`config.mk`:
```
export PLATFORM = sky130hd
export DESIGN_NAME = osc_div
export DESIGN_NICKNAME = d
export VERILOG_FILES = /design/src/rtl/osc_div.sv
export SDC_FILE = /design/constraint.sdc
export NUM_CORES = 1
export LEC_CHECK = 0
export CAP_MARGIN = 20
export CORE_MARGIN = 1.5
export CORE_UTILIZATION = 30
export CTS_CLUSTER_SIZE = 40
export DETAILED_ROUTE_END_ITERATION = 12
export PLACE_DENSITY = 0.43
export SETUP_SLACK_MARGIN = 0.3
export SLEW_MARGIN = 20
export SYNTH_ARGS = -nofsm -noshare
export SYNTH_HDL_FRONTEND = slang
export SYNTH_SLANG_ARGS = --single-unit
```
`constraint.sdc`:
```
create_clock -name clk -period 10.21 [get_ports clk]
set_clock_uncertainty 0.05 [all_clocks]
set_input_delay 3.063 -clock clk [delete_from_list [all_inputs] [get_ports clk]]
set_output_delay 3.063 -clock clk [all_outputs]
set_load 0.03 [all_outputs]
```
`src/rtl/osc_div.sv`:
```
// Multi-channel counter-based clock-pattern generator: per-channel programmable
// period, high time and enable, with config changes applied at period boundaries.
module osc_div #(
  parameter  int CH = 4,
  parameter  int W  = 16,
  localparam int CW = (CH > 1) ? $clog2(CH) : 1
) (
  input  logic          clk,
  input  logic          rst,
  input  logic          cfg_wr,
  input  logic [CW-1:0] cfg_ch,
  input  logic [W-1:0]  cfg_div,
  input  logic [W-1:0]  cfg_high,
  input  logic          cfg_en,
  output logic [CH-1:0] clk_out,
  output logic [CH-1:0] tick,
  output logic [CH-1:0] pend
);

  localparam logic [W-1:0] ONE_W  = {{(W-1){1'b0}}, 1'b1};
  localparam logic [W-1:0] ZERO_W = {W{1'b0}};

  // A divider of zero would give a one-cycle period; force the minimum period of two.
  function automatic logic [W-1:0] fix_div(input logic [W-1:0] d);
    return (d == ZERO_W) ? ONE_W : d;
  endfunction

  for (genvar i = 0; i < CH; i++) begin : g_ch
    logic [W-1:0] cnt_r, div_a_r, high_a_r, div_sh_r, high_sh_r;
    logic         en_a_r, en_sh_r, pend_r, clk_r, tick_r;
    logic [W-1:0] cnt_s, div_a_s, high_a_s, div_sh_s, high_sh_s;
    logic         en_a_s, en_sh_s, pend_s, clk_s, tick_s, hit_s, wrap_s;

    // Next-state: direct load when idle, staged load when running, swap at the wrap edge.
    always_comb begin
      hit_s     = cfg_wr && ({{(32-CW){1'b0}}, cfg_ch} == 32'(i));
      wrap_s    = en_a_r && (cnt_r == div_a_r);
      cnt_s     = cnt_r;
      div_a_s   = div_a_r;
      high_a_s  = high_a_r;
      en_a_s    = en_a_r;
      div_sh_s  = div_sh_r;
      high_sh_s = high_sh_r;
      en_sh_s   = en_sh_r;
      pend_s    = pend_r;
      clk_s     = 1'b0;
      tick_s    = 1'b0;
      if (!en_a_r) begin
        cnt_s = ZERO_W;
        if (hit_s) begin
          div_a_s   = fix_div(cfg_div);
          high_a_s  = cfg_high;
          en_a_s    = cfg_en;
          div_sh_s  = fix_div(cfg_div);
          high_sh_s = cfg_high;
          en_sh_s   = cfg_en;
          pend_s    = 1'b0;
        end else begin
          pend_s = 1'b0;
        end
      end else if (wrap_s) begin
        cnt_s  = ZERO_W;
        pend_s = 1'b0;
        // A write landing on the wrap cycle bypasses the shadow entirely.
        if (hit_s) begin
          div_a_s   = fix_div(cfg_div);
          high_a_s  = cfg_high;
          en_a_s    = cfg_en;
          div_sh_s  = fix_div(cfg_div);
          high_sh_s = cfg_high;
          en_sh_s   = cfg_en;
        end else if (pend_r) begin
          div_a_s  = div_sh_r;
          high_a_s = high_sh_r;
          en_a_s   = en_sh_r;
        end else begin
          en_a_s = en_a_r;
        end
      end else begin
        cnt_s = cnt_r + ONE_W;
        if (hit_s) begin
          div_sh_s  = fix_div(cfg_div);
          high_sh_s = cfg_high;
          en_sh_s   = cfg_en;
          pend_s    = 1'b1;
        end else begin
          pend_s = pend_r;
        end
      end
      if (en_a_s) begin
        clk_s  = (cnt_s < high_a_s);
        tick_s = (cnt_s == ZERO_W);
      end else begin
        cnt_s  = ZERO_W;
        clk_s  = 1'b0;
        tick_s = 1'b0;
      end
    end

    // Channel state and registered outputs.
    always_ff @(posedge clk) begin
      if (rst) begin
        cnt_r     <= ZERO_W;
        div_a_r   <= ONE_W;
        high_a_r  <= ONE_W;
        en_a_r    <= 1'b0;
        div_sh_r  <= ONE_W;
        high_sh_r <= ONE_W;
        en_sh_r   <= 1'b0;
        pend_r    <= 1'b0;
        clk_r     <= 1'b0;
        tick_r    <= 1'b0;
      end else begin
        cnt_r     <= cnt_s;
        div_a_r   <= div_a_s;
        high_a_r  <= high_a_s;
        en_a_r    <= en_a_s;
        div_sh_r  <= div_sh_s;
        high_sh_r <= high_sh_s;
        en_sh_r   <= en_sh_s;
        pend_r    <= pend_s;
        clk_r     <= clk_s;
        tick_r    <= tick_s;
      end
    end

    assign clk_out[i] = clk_r;
    assign tick[i]    = tick_r;
    assign pend[i]    = pend_r;
  end

endmodule

```
==> results.ini, run 1 <==
[synthesis]
yosys.cell_types.count = 71
ys_warn_count = 0
synthCells = 2251
synth_top_area_share_pct = 39.0
netlist_area_um2 = 17500
synth_area_per_cell_um2 = 7.76
synth_edf_count = 0
synth_top_flop_cell = dfxtp_1
ys_async_sr_fraction_pct = 0
synth.area.top_cells = dfxtp_1, nand2_1, a21oi_1, nor2_1, ha_1
synth-seq-cells = 340
synth_top_area_cell = dfxtp_1
syn_nets = 2353
ys_seq_area_share_pct = 39.0

[worst_setup_path]
arrival_ns = 7.28
critical-path-top-delay-family = simple AND/OR/NAND/NOR gates
max_stage_delay_ns = 0.72
path_cells = clkdlybuf4s50_1 > and3b_1 > buf_4 > nor2_1 > nor3b_4 > o21ai_1 > buf_4 > o21ai_0 > ha_1 > a21oi_1 > nor2b_1 > o21ai_0 > a21oi_1 > nor3_1 > nor2_1 > nor4b_1
cp_max_fo = 48
critical_path_class = in2reg
end_kind = register
path_buf_inv = 3
cp_slowest_cell = nor3b_4
critPathLaunchType = input port
crit_required_ns = 10.62

[clock_tree]
cts.root.buffer_cell = clkbuf_16
insertion_delay_ns = 0.57
cts_tree = built
clk_pin_slew_ns = 0.06
postCtsResizedCells = 0
post_cts_buffers = 0
cts_buffers = 41
clock_sinks = 340
cts.path.max_buffers = 3
holdBufCountCts = 0
cts_max_level = 2

[cells_and_area]
multiInputGateArea_um2 = 9740
syn2layout_area_growth_pct = 13.0
layout.area.seq_um2 = 6810
fillCellCount = 6016
fin_nets = 2270
n_antenna_cell = 0
final_util_pct = 34.3
final_layout_size_suffix_gt1_share_pct = 6.56

[floorplan]
fp.dieH_um = 244
pin_count = 50
core_um2 = 57600
die_area_um2 = 59600
initial_utilization_pct = 30.3
rows = 88
die_width_um = 244

[grt]
first_global_vias = 14700
grt_max_degree = 182
grt.overflow.total = 0
grt_first_pass_wirelength_mm = 88.2
grt_usage_pct = 18.9
antenna_found_initial = 1

[place]
gp_congestion = 0.780
dpl.hpwl_mm = 36.8
portBuffers = 49

[detailed_routing]
vias = 15200
initialDrtViolationCount = 1015
totalWireLength_mm = 56.2
antenna_left = 0
wire_per_inst_um = 19.0
dr.pass1.iters = 7
drcViolationCount = 0
viasPerCell = 5.13

[timing]
min_period_ns = 6.88
hold_viol = 0
setup_tns_ns = 0
setup_viol = 0
slew_violations = 0
hold_slack_ns = 0.399
relSlewSlack_pct = 32.4
fin_crit_sh_pct = 67.4
rsz0062_at_grt = no
worstMarginPinSlew_ns = 1.01
max_freq_ghz = 0.145

[flow_run]
drv_cap = 0

[hold_path]
hold_path_class = reg2reg

[status]
status = complete, no violations

[power]
p_leak_nw = 6.98
ir_worst_vdd_mv = 0.105
power_mw = 3.32
power.density_nw_per_um2 = 168

## cell usage after synthesis, types with 3 or more instances
library cell / count
and2_1: 6
o22a_1: 15
or4_1: 6
a211oi_1: 13
and3_1: 16
ha_1: 64
nand2b_1: 10
o221ai_1: 19
o21ai_1: 7
mux2_2: 4
buf_4: 15
or3_1: 25
nor2_1: 257
mux2i_1: 5
nand3_1: 98
nand2_1: 354
buf_1: 10
xnor2_1: 60
a311oi_2: 14
xor2_1: 64
o22ai_1: 31
clkbuf_1: 175
o211ai_1: 5
dfxtp_1: 340
nand4_1: 27
and4_1: 9
nor3_1: 71
a211o_1: 13
nor2b_1: 7
o21ai_0: 112
or2_2: 7
a31oi_1: 9
a21o_1: 12
nand3b_1: 3
a311oi_1: 33
buf_2: 8
nor3b_1: 30
a21boi_0: 10
inv_1: 20
o21a_1: 5
a21oi_1: 205
o2bb2ai_1: 10
nor4_1: 11
## path summary, 6_finish.rpt
check,to,slack (ns),depth (start not counted),startpoint
worst max-delay path,g_ch[2].clk_r,3.33,16,cfg_ch[1]
worst min-delay path,g_ch[0].en_sh_r,0.40,2,g_ch[0].en_sh_r
worst min register to register,g_ch[0].en_sh_r,0.40,2,g_ch[0].en_sh_r
worst max register to register,g_ch[2].clk_r,5.76,15,g_ch[2].cnt_r[0]
## metrics by stage
step	instances	area (um2)	worst slack [ns]
floorplan	2251	17500	4.15
global placement	2889	18400	2.67
detailed placement	2890	18400	2.77
CTS	2961	19700	3.36
global route	2961	19700	2.96
finish	2961	19700	3.33
## layout by cell type, fill, tap and decap left out, drive strengths merged, types with 26 or more instances in the layout
master / instances
a311oi: 47
o22ai: 32
nand3: 98
a21oi: 205
nand4: 27
nor3b: 33
o21ai: 119
or3: 26
buf: 37
nand2: 354
dfxtp: 340
nor3: 72
nor2: 258
xor2: 64
clkbuf: 62
clkdlybuf4s50: 48
xnor2: 60
ha: 64
## power breakdown
part	internal, mW	leakage [nW]	switching (mW)	total, mW
combinational	0.143	3.54	0.245	0.388
sequential	1.38	2.77	0.0368	1.42
clock	0.914	0.679	0.600	1.51
total	2.44	6.98	0.881	3.32
## registers in the layout (all words and copies together) (netlist names)
signal          cells
g_ch.cnt_r         64
g_ch.div_a_r       64
g_ch.div_sh_r      64
g_ch.high_a_r      64
g_ch.high_sh_r     64
g_ch.clk_r          4
g_ch.en_a_r         4
g_ch.en_sh_r        4
g_ch.pend_r         4
g_ch.tick_r         4
## cell families (layout without fill, tap and decap cells)
group | after synthesis | count (layout) | synth area share (%)
AOI/OAI and AO/OA | 529 | 529 | 19.2
xor gates and xnor gates | 124 | 124 | 6.22
adders and majority gates | 64 | 64 | 4.59
buffers and inverters | 231 | 176 | 5.44
DFF | 340 | 340 | 39.0
muxes | 9 | 9 | 0.545
and+or+nand+nor | 954 | 954 | 25.0
## layer usage
metal / vias up / wire length, um / global-route usage [%]
met2: 202 / 25800 / 30.8
met5: - / 9 / 0
met1: 7232 / 27000 / 25.5
met4: 2 / 1540 / 6.25
met3: 71 / 1880 / 2.54
li1: 7693 / - / -
## worst reg2reg max path: cells and delay by family (launching register included)
family,cells,cell delay (ns)
xor+xnor,1,0.13
compound gates,5,0.89
simple gates,7,2.23
flops,1,0.48
buf+inv,1,0.29
fa+ha+maj,1,0.28
## area by class of cell
class	count	share of cell area [%]
multi-input cells	1680	49.4
flip-flops and latches	340	34.5
clock buffers	62	6.32
well taps	765	4.85
repair buffers	85	3.96
clock inverters	9	0.628
inverters	20	0.380
Power figures use the tool's default switching activity.
==> inputs of run 2 (changes only) <==
--- a/config.mk
+++ b/config.mk
@@ -10,7 +10,7 @@
 export CORE_UTILIZATION = 30
 export CTS_CLUSTER_SIZE = 40
 export DETAILED_ROUTE_END_ITERATION = 12
-export PLACE_DENSITY = 0.43
+export PLACE_DENSITY = 0.44
 export SETUP_SLACK_MARGIN = 0.3
 export SLEW_MARGIN = 20
 export SYNTH_ARGS = -nofsm -noshare
==> constraint.sdc (replaced) <==
create_clock -name clk -period 5.6 [get_ports clk]
set_clock_uncertainty 0.05 [all_clocks]
set_input_delay 1.68 -clock clk [delete_from_list [all_inputs] [get_ports clk]]
set_output_delay 1.68 -clock clk [all_outputs]
set_load 0.03 [all_outputs]
==> run 2 against run 1 <==
Compared with the run above:
- critical path type unchanged
- final cell count increased by 1.7%
- largest cell class unchanged
- die area unchanged
- highest routed layer is now met4
- register-to-register slack worse by 4.5 ns
==> results.ini, run 2 (synthesis results as in run 1) <==
[clock_tree]
cts_max_level = 2  ; unchanged
clk_pin_slew_ns = 0.05  ; about the same
cts.root.buffer_cell = clkbuf_16
clock_sinks = 340  ; unchanged
post_cts_buffers = 0  ; unchanged
cts.path.max_buffers = 3  ; unchanged
cts_buffers = 42  ; +2.4%
postCtsResizedCells = 0  ; unchanged
holdBufCountCts = 0  ; unchanged
insertion_delay_ns = 0.58  ; about the same
cts_tree = built

[power]
power.density_nw_per_um2 = 309  ; +83%
p_leak_nw = 7.23  ; +3.6%
ir_worst_vdd_mv = 0.199  ; +89%

[detailed_routing]
dr.pass1.iters = 5  ; -2
viasPerCell = 5.22  ; +1.7%
antenna_left = 0  ; unchanged
totalWireLength_mm = 58.3  ; +3.7%
drcViolationCount = 0  ; unchanged
vias = 15700  ; +3.3%
wire_per_inst_um = 19.4  ; +2.0%
initialDrtViolationCount = 1065  ; +4.9%

[timing]
max_freq_ghz = 0.206
setup_tns_ns = 0  ; unchanged
hold_viol = 0  ; unchanged
slew_violations = 0  ; unchanged
hold_slack_ns = 0.403  ; +0.00474 ns
worstMarginPinSlew_ns = 0.973  ; -0.0415 ns
layout_setup_ws_ns = 0.753  ; -2.58 ns
relSlewSlack_pct = 35.1  ; +2.8 points
rsz0062_at_grt = no
fin_crit_sh_pct = 86.5
setup_viol = 0  ; unchanged
min_period_ns = 4.85

[place]
dpl_worst_slack_ns = 0.135  ; -2.64 ns
portBuffers = 49  ; unchanged
gp_congestion = 0.846  ; +8.5%
placed_cells = 2933  ; +1.5%
dpl-instance-area_um2 = 18700  ; +1.7%
dpl.hpwl_mm = 39.8  ; +8.1%

[worst_setup_path]
cp_max_fo = 8  ; -83%
path_cells = clkdlybuf4s50_1 > nand2_1 > nor2_2 > nor2_1 > or3_1 > o2bb2ai_1 > a21oi_1 > ha_1 > a21oi_1 > nor2b_1 > o21ai_0 > nand2b_1 > a2111oi_0 > o211ai_1 > o21ai_0
critical-path-top-delay-family = compound AO/OA/AOI/OAI gates
path_buf_inv = 1  ; -2
cp_slowest_cell = clkdlybuf4s50_1
critical_path_class = in2reg
crit_required_ns = 6.03  ; -4.59 ns
arrival_ns = 5.28  ; -2.00 ns
max_stage_delay_ns = 0.62  ; -0.10 ns
end_kind = register
critPathLaunchType = input port

[grt]
grt.overflow.total = 0  ; unchanged
first_global_vias = 15000  ; +1.8%
grt_usage_pct = 19.3  ; +0.47 points
grt_first_pass_wirelength_mm = 90.1  ; +2.2%
grt_max_degree = 132  ; -27%
antenna_found_initial = 0  ; -1

[cells_and_area]
fin_nets = 2314  ; +1.9%
final_layout_size_suffix_gt1_share_pct = 8.51  ; +2.0 points
layout_commonest_cell = nand2_1
final_cell_mix = nand2_1, dfxtp_1, nor2_1, a21oi_1, o21ai_0
fin_cells = 3010  ; +1.7%
n_antenna_cell = 0  ; unchanged
syn2layout_area_growth_pct = 15.4
fin_area_um2 = 20100  ; +2.1%

[status]
status = complete, no violations

[flow_run]
drv_cap = 0  ; unchanged

[floorplan]
die_area_um2 = 59600  ; unchanged
rows = 88  ; unchanged
fp.dieH_um = 244  ; unchanged
core_um2 = 57600  ; unchanged
die_width_um = 244  ; unchanged
initial_utilization_pct = 30.3  ; unchanged
pin_count = 50  ; unchanged

[hold_path]
hold_path_class = reg2reg

-- run 2: cell types whose count changed in the layout (fill, tap and decap cells not counted) --
cell | before | now
buf_4 | 34 | 78
clkbuf_8 | 10 | 14
clkbuf_16 | 43 | 45
a41oi_1 | 1 | 2
a41oi_2 | 1 | 0
buf_6 | 1 | 0
clkbuf_1 | 9 | 10
clkinv_2 | 5 | 4
clkinvlp_4 | 0 | 1
inv_6 | 1 | 0
-- run 2: worst min-delay path, delay by kind of cell (launching register included) --
| kind | cells | cell delay (ns) |
|---|---|---|
| AO/OA/AOI/OAI | 1 | 0.05 |
| flip-flops | 1 | 0.30 |
| AND/OR/NAND/NOR | 1 | 0.05 |
-- run 2: final timing paths --
| check | depth (start not counted) | start | endpoint | slack, ns |
|---|---|---|---|---|
| worst max-delay path | 15 | cfg_ch[0] | g_ch[1].clk_r | 0.75 |
| worst min-delay path | 2 | g_ch[0].en_sh_r | g_ch[0].en_sh_r | 0.40 |
| worst max register to register | 13 | g_ch[1].div_a_r[13] | g_ch[1].clk_r | 1.23 |
| worst min register to register | 2 | g_ch[0].en_sh_r | g_ch[0].en_sh_r | 0.40 |
-- run 2: cell type report --
type                       instances  area (um2)
multi-input combinational       1680        9730
timing repair buffer             128        1100
inverter                          20        75.1
clock inverter                     8         118
clock buffer                      69        1360
sequential                       340        6810
tap                              765         957
fill                            6019       37400
-- run 2: metrics by stage --
| stage | utilization (%) | total power, mW |
|---|---|---|
| global route | 35.0 | 6.48 |
| finish | 35.0 | 6.22 |
| global placement | 32.4 | 3.37 |
| floorplan | - | 3.12 |
| CTS | 35.0 | 6.31 |
| detailed placement | 32.4 | 3.38 |
-- run 2: where the power goes --
group	total [mW]	switching [mW]	leakage (nW)	internal, mW
Sequential	2.58	0.0654	2.77	2.52
Combinational	0.742	0.465	3.74	0.277
Clock	2.89	1.11	0.725	1.79
-- run 2: layer usage --
layer / vias to the layer above / track usage, % / wire length [um]
met1: 7596 / 26.8 / 28300
met2: 263 / 31.3 / 26800
met4: 0 / 6.15 / 1460
met3: 76 / 2.04 / 1780
met5: - / 0 / 0
li1: 7773 / - / -
==> inputs of run 3 (changes only) <==
--- a/config.mk
+++ b/config.mk
@@ -6,10 +6,12 @@
 export NUM_CORES = 1
 export LEC_CHECK = 0
 export CAP_MARGIN = 20
+export CORE_ASPECT_RATIO = 0.75
 export CORE_MARGIN = 1.5
 export CORE_UTILIZATION = 30
 export CTS_CLUSTER_SIZE = 40
 export DETAILED_ROUTE_END_ITERATION = 12
+export MAX_ROUTING_LAYER = met4
 export PLACE_DENSITY = 0.44
 export SETUP_SLACK_MARGIN = 0.3
 export SLEW_MARGIN = 20
==> run 3 against run 2 <==
Compared with the run above:
- clock power decreased by 10%
- sequential share of layout area increased by 0.37 points
- total power decreased by 4.5%
- register-to-register slack got worse by 0.15 ns
- flip-flop and latch count unchanged
- count of clock-buffer cells in the layout decreased by 12
- die area about the same
- worst hold slack got worse by 0.0011 ns
- maximum frequency increased by 0.48%
- critical path type unchanged
- critical endpoint unchanged
==> results.ini, run 3 (synthesis results as in run 1) <==
[status]
status = complete, no violations

[timing]
hold_viol = 0  ; unchanged
min_period_ns = 4.82  ; -0.0230 ns
slew_violations = 0  ; unchanged
hold_slack_ns = 0.402  ; -0.00107 ns
worstMarginPinSlew_ns = 0.994  ; +0.0213 ns
max_freq_ghz = 0.207  ; +0.48%
layout_setup_ws_ns = 0.776  ; +0.0230 ns
setup_viol = 0  ; unchanged
rsz0062_at_grt = no
setup_tns_ns = 0  ; unchanged
fin_crit_sh_pct = 86.1  ; -0.41 points
relSlewSlack_pct = 33.7  ; -1.4 points

[clock_tree]
cts.root.buffer_cell = clkbuf_16
cts_buffers = 40  ; -4.8%
cts.path.max_buffers = 3  ; unchanged
post_cts_buffers = 0  ; unchanged
insertion_delay_ns = 0.56  ; -0.02 ns
clock_sinks = 340  ; unchanged
cts_tree = built
holdBufCountCts = 0  ; unchanged
postCtsResizedCells = 0  ; unchanged
clk_pin_slew_ns = 0.06  ; about the same
cts_max_level = 2  ; unchanged

[hold_path]
hold_path_class = reg2reg

[floorplan]
pin_count = 50  ; unchanged
initial_utilization_pct = 30.4  ; +0.079 points
die_area_um2 = 59700  ; about the same
rows = 76  ; -14%
die_width_um = 282  ; +15%
core_um2 = 57400  ; -0.26%
fp.dieH_um = 212  ; -13%

[cells_and_area]
fin_nets = 2305  ; -0.39%
fillCellCount = 6065  ; +0.76%
fin_cells = 3013  ; +0.10%
syn2layout_area_growth_pct = 14.2
layout.area.seq_um2 = 6810  ; about the same
final_cell_mix = nand2_1, dfxtp_1, nor2_1, a21oi_1, o21ai_0
final_layout_size_suffix_gt1_share_pct = 8.11  ; -0.39 points
multiInputGateArea_um2 = 9730  ; unchanged
layout_commonest_cell = nand2_1

[grt]
grt.overflow.total = 0  ; unchanged
first_global_vias = 14800  ; -0.78%
grt_max_degree = 177  ; +34%
antenna_found_initial = 7  ; +7
grt_first_pass_wirelength_mm = 92.8  ; +3.0%
grt_usage_pct = 21.0  ; +1.6 points

[worst_setup_path]
crit_required_ns = 6.03  ; about the same
cp_max_fo = 39  ; +31
arrival_ns = 5.26  ; -0.02 ns
path_cells = clkdlybuf4s50_1 > nand2_1 > nor2_2 > buf_4 > nand2_1 > a21boi_0 > o2bb2ai_1 > a21oi_1 > ha_1 > a21oi_1 > nor2b_1 > o21ai_0 > nand2b_1 > a2111oi_0 > o211ai_1 > o21ai_0
max_stage_delay_ns = 0.60  ; -0.02 ns
critical_path_class = in2reg
end_kind = register
critPathLaunchType = input port
cp_slowest_cell = a2111oi_0

[place]
placed_cells = 2941  ; +0.27%
portBuffers = 49  ; unchanged
dpl.hpwl_mm = 41.5  ; +4.3%
dpl_worst_slack_ns = 0.313  ; +0.178 ns
gp_congestion = 0.880  ; +4.0%

[power]
ir_worst_vdd_mv = 0.174  ; -12%
power_mw = 5.94  ; -4.5%
power.density_nw_per_um2 = 298  ; -3.5%
p_leak_nw = 7.10  ; -1.8%

[detailed_routing]
vias = 15900  ; +1.3%
initialDrtViolationCount = 1311  ; +23%
viasPerCell = 5.28  ; +1.2%
wire_per_inst_um = 20.0  ; +3.2%
drcViolationCount = 0  ; unchanged
dr.pass1.iters = 6  ; +1
totalWireLength_mm = 60.2  ; +3.3%
antenna_left = 0  ; unchanged

[flow_run]
drv_cap = 0  ; unchanged

-- run 3: cell types whose count changed in the layout (fill, tap and decap cells not counted), sizes merged --
cell,previous run,this run
buf,80,73
bufinv,3,1
clkbuf,69,57
clkinv,4,9
clkinvlp,1,3
diode,0,2
-- run 3: power by group --
group,total (mW),internal (mW),switching (mW)
Sequential,2.58,2.52,0.0664
Combinational,0.749,0.273,0.476
Clock,2.60,1.50,1.10
-- run 3: layout make-up --
| class | count | share of cell area [%] |
|---|---|---|
| flip-flops and latches | 340 | 34.2 |
| multi-input cells | 1680 | 48.8 |
| well taps | 780 | 4.90 |
| inverters | 20 | 0.377 |
| clock inverters | 13 | 0.490 |
| clock buffers | 57 | 5.90 |
| repair buffers | 121 | 5.32 |
| diodes | 2 | 0.0251 |
-- run 3: critical path: cells and delay by family --
family / cells / cell delay (ns)
AO/OA/AOI/OAI: 8 / 1.67
adder cells (fa/ha/maj): 1 / 0.35
buffers and inverters: 2 / 0.92
AND/OR/NAND/NOR: 5 / 0.62
-- run 3: metal layers --
metal  GRT usage (%)  part of all wire, %  vias up
met3            4.07                  7.2       76
met1            32.1                   52     7591
met5               -                    0        -
met4            4.99                  1.9        0
met2            27.5                   39      488
li1                -                    -     7757
-- run 3: path summary, 6_finish.rpt --
kind	depth (start not counted)	start	to	slack, ns
max reg2reg	13	g_ch[1].cnt_r[4]	g_ch[1].clk_r	1.08
max	16	cfg_wr	g_ch[1].clk_r	0.78
min reg2reg	2	g_ch[1].high_sh_r[6]	g_ch[1].high_sh_r[6]	0.40
min	2	g_ch[1].high_sh_r[6]	g_ch[1].high_sh_r[6]	0.40
-- run 3: per-stage QoR --
stage	instance area, um2	util (%)
finish	19900	34.7
global route	19900	34.7
CTS	19900	34.7
detailed placement	18700	32.5
global placement	18700	32.5
floorplan	17500	-
==> variant (config.mk and constraints of run 2) <==
Change the parameter `CH` from 4 to 2.
--- a/src/rtl/osc_div.sv
+++ b/src/rtl/osc_div.sv
@@ -2,5 +2,5 @@
 // period, high time and enable, with config changes applied at period boundaries.
 module osc_div #(
-  parameter  int CH = 4,
+  parameter  int CH = 2,
   parameter  int W  = 16,
   localparam int CW = (CH > 1) ? $clog2(CH) : 1
Ports: changed (resized cfg_ch, clk_out, pend and tick); port bits go from 50 to 43. No check against the original RTL was run, so the function may have changed too.
==> variant against run 2 <==
- wire length is 56% lower
- non-clock buffer count is 64 lower
- design area is 50% lower
- critical endpoint unchanged
- synthesized area is 50% lower
- sequential cell count is 170 lower
- die area is 49% lower
- maximum frequency is 5.0% higher
- power is 55% lower
- setup slack better by 230 ps
==> variant: results <==
[power_and_ir_drop]
irDropWorstVdd_mv = 0.197
leakagePower_nw = 3.65

[cells_and_area]
num-nets-final = 1182

[yosys]
postSynthCellCount = 1117
yosysUniqueCellTypes = 67
synth_area_leaders = "dfxtp_1 39%, nand2_1 9.4%, nor2_1 6.0%"
synth_compound_area_share_pct = 17.3
yosysSeqAreaShare_pct = 38.7
synth_xor_xnor_area_share_pct = 6.25

[setup_path]
r2r_slack_ps = 1470
critPathMaxStageDelay_ps = 560
reg2reg_depth = 11
cp_max_fo = 13

[sta]
holdWs_ps = 404
relSlewSlack_pct = 40.9

[clocking]
clk_latency_ps = 440
clk_path_buf_depth = 2
clk_pin_slew_ps = 70

[hold_path]
min_from = "g_ch[1].div_sh_r[8]"

[grt]
grt_max_degree = 63
grtUsageTotal_pct = 17.2
grt_pass1_vias = 7185

[placed_design]
port_buffers = 42
dp_hpwl_um = 18200

[status]
status = "completed"
variant: cell count changes in the layout (fill, tap and decap cells not counted), moves of 55 or more:
cell / before / now
dfxtp_1: 340 / 170
a21oi_1: 205 / 86
nand2_1: 354 / 220
buf_4: 78 / 23
nand3_1: 97 / 33
o21ai_0: 110 / 29
nor2_1: 256 / 140
variant: routing by layer:
layer | GRT usage, % | part of all wire, % | up-vias | routed length, um
met5 | 0 | 0 | - | 0
met4 | 5.21 | 1.3 | 0 | 332
met3 | 2.60 | 3.0 | 20 | 760
met2 | 25.6 | 43 | 123 | 11100
met1 | 25.4 | 53 | 3470 | 13400
li1 | - | - | 3883 | -
variant: worst max-delay path, delay by kind of cell:
kind | cells | cell delay (ps)
buf+inv | 1 | 560
simple gates | 7 | 1890
fa+ha+maj | 1 | 360
compound gates | 3 | 410
variant: layout make-up:
class	instances	area [um^2]
clock buffer	23	498
clock inverter	9	88.8
fill	3062	18700
inverter	12	45.0
multi-input combinational	848	4930
sequential	170	3400
tap	384	480
timing repair buffer	64	583
variant: power by group through the flow:
stage	Sequential, mW	Combinational [mW]	Clock (mW)
global placement	1.32	0.330	0
finish	1.30	0.329	1.18
detailed placement	1.32	0.331	0
floorplan	1.31	0.220	0
global route	1.30	0.368	1.27
CTS	1.30	0.333	1.22
variant: cell families (layout without fill, tap and decap cells):
kind of cell / count (synthesis) / after routing
buffers and inverters: 99 / 108
AND/OR/NAND/NOR: 509 / 509
AO/OA/AOI/OAI: 228 / 228
flip-flops: 170 / 170
adder cells (fa/ha/maj): 32 / 32
XOR/XNOR: 61 / 61
multiplexers: 18 / 18
variant: per-stage QoR:
| stage | worst slack [ps] | total power, mW | util (%) |
|---|---|---|---|
| 6_report | 983 | 2.81 | 34.9 |
| 5_1_grt | 676 | 2.94 | 34.9 |
| 4_1_cts | 929 | 2.85 | 34.9 |
| 3_5_place_dp | 466 | 1.65 | 32.8 |
| 3_3_place_gp | 506 | 1.65 | 32.8 |
| 2_1_floorplan | 1170 | 1.53 | - |
variant: worst max-delay path by stage:
stage	end	from	slack, ps	depth (start not counted)
detailed placement	g_ch[0].clk_r	cfg_wr	470	12
CTS	g_ch[0].clk_r	cfg_wr	930	12
global placement	g_ch[0].clk_r	cfg_wr	510	12
floorplan	g_ch[0].clk_r	cfg_ch	1170	12
global route	g_ch[0].clk_r	cfg_ch	680	13
finish	g_ch[1].clk_r	cfg_ch	980	12
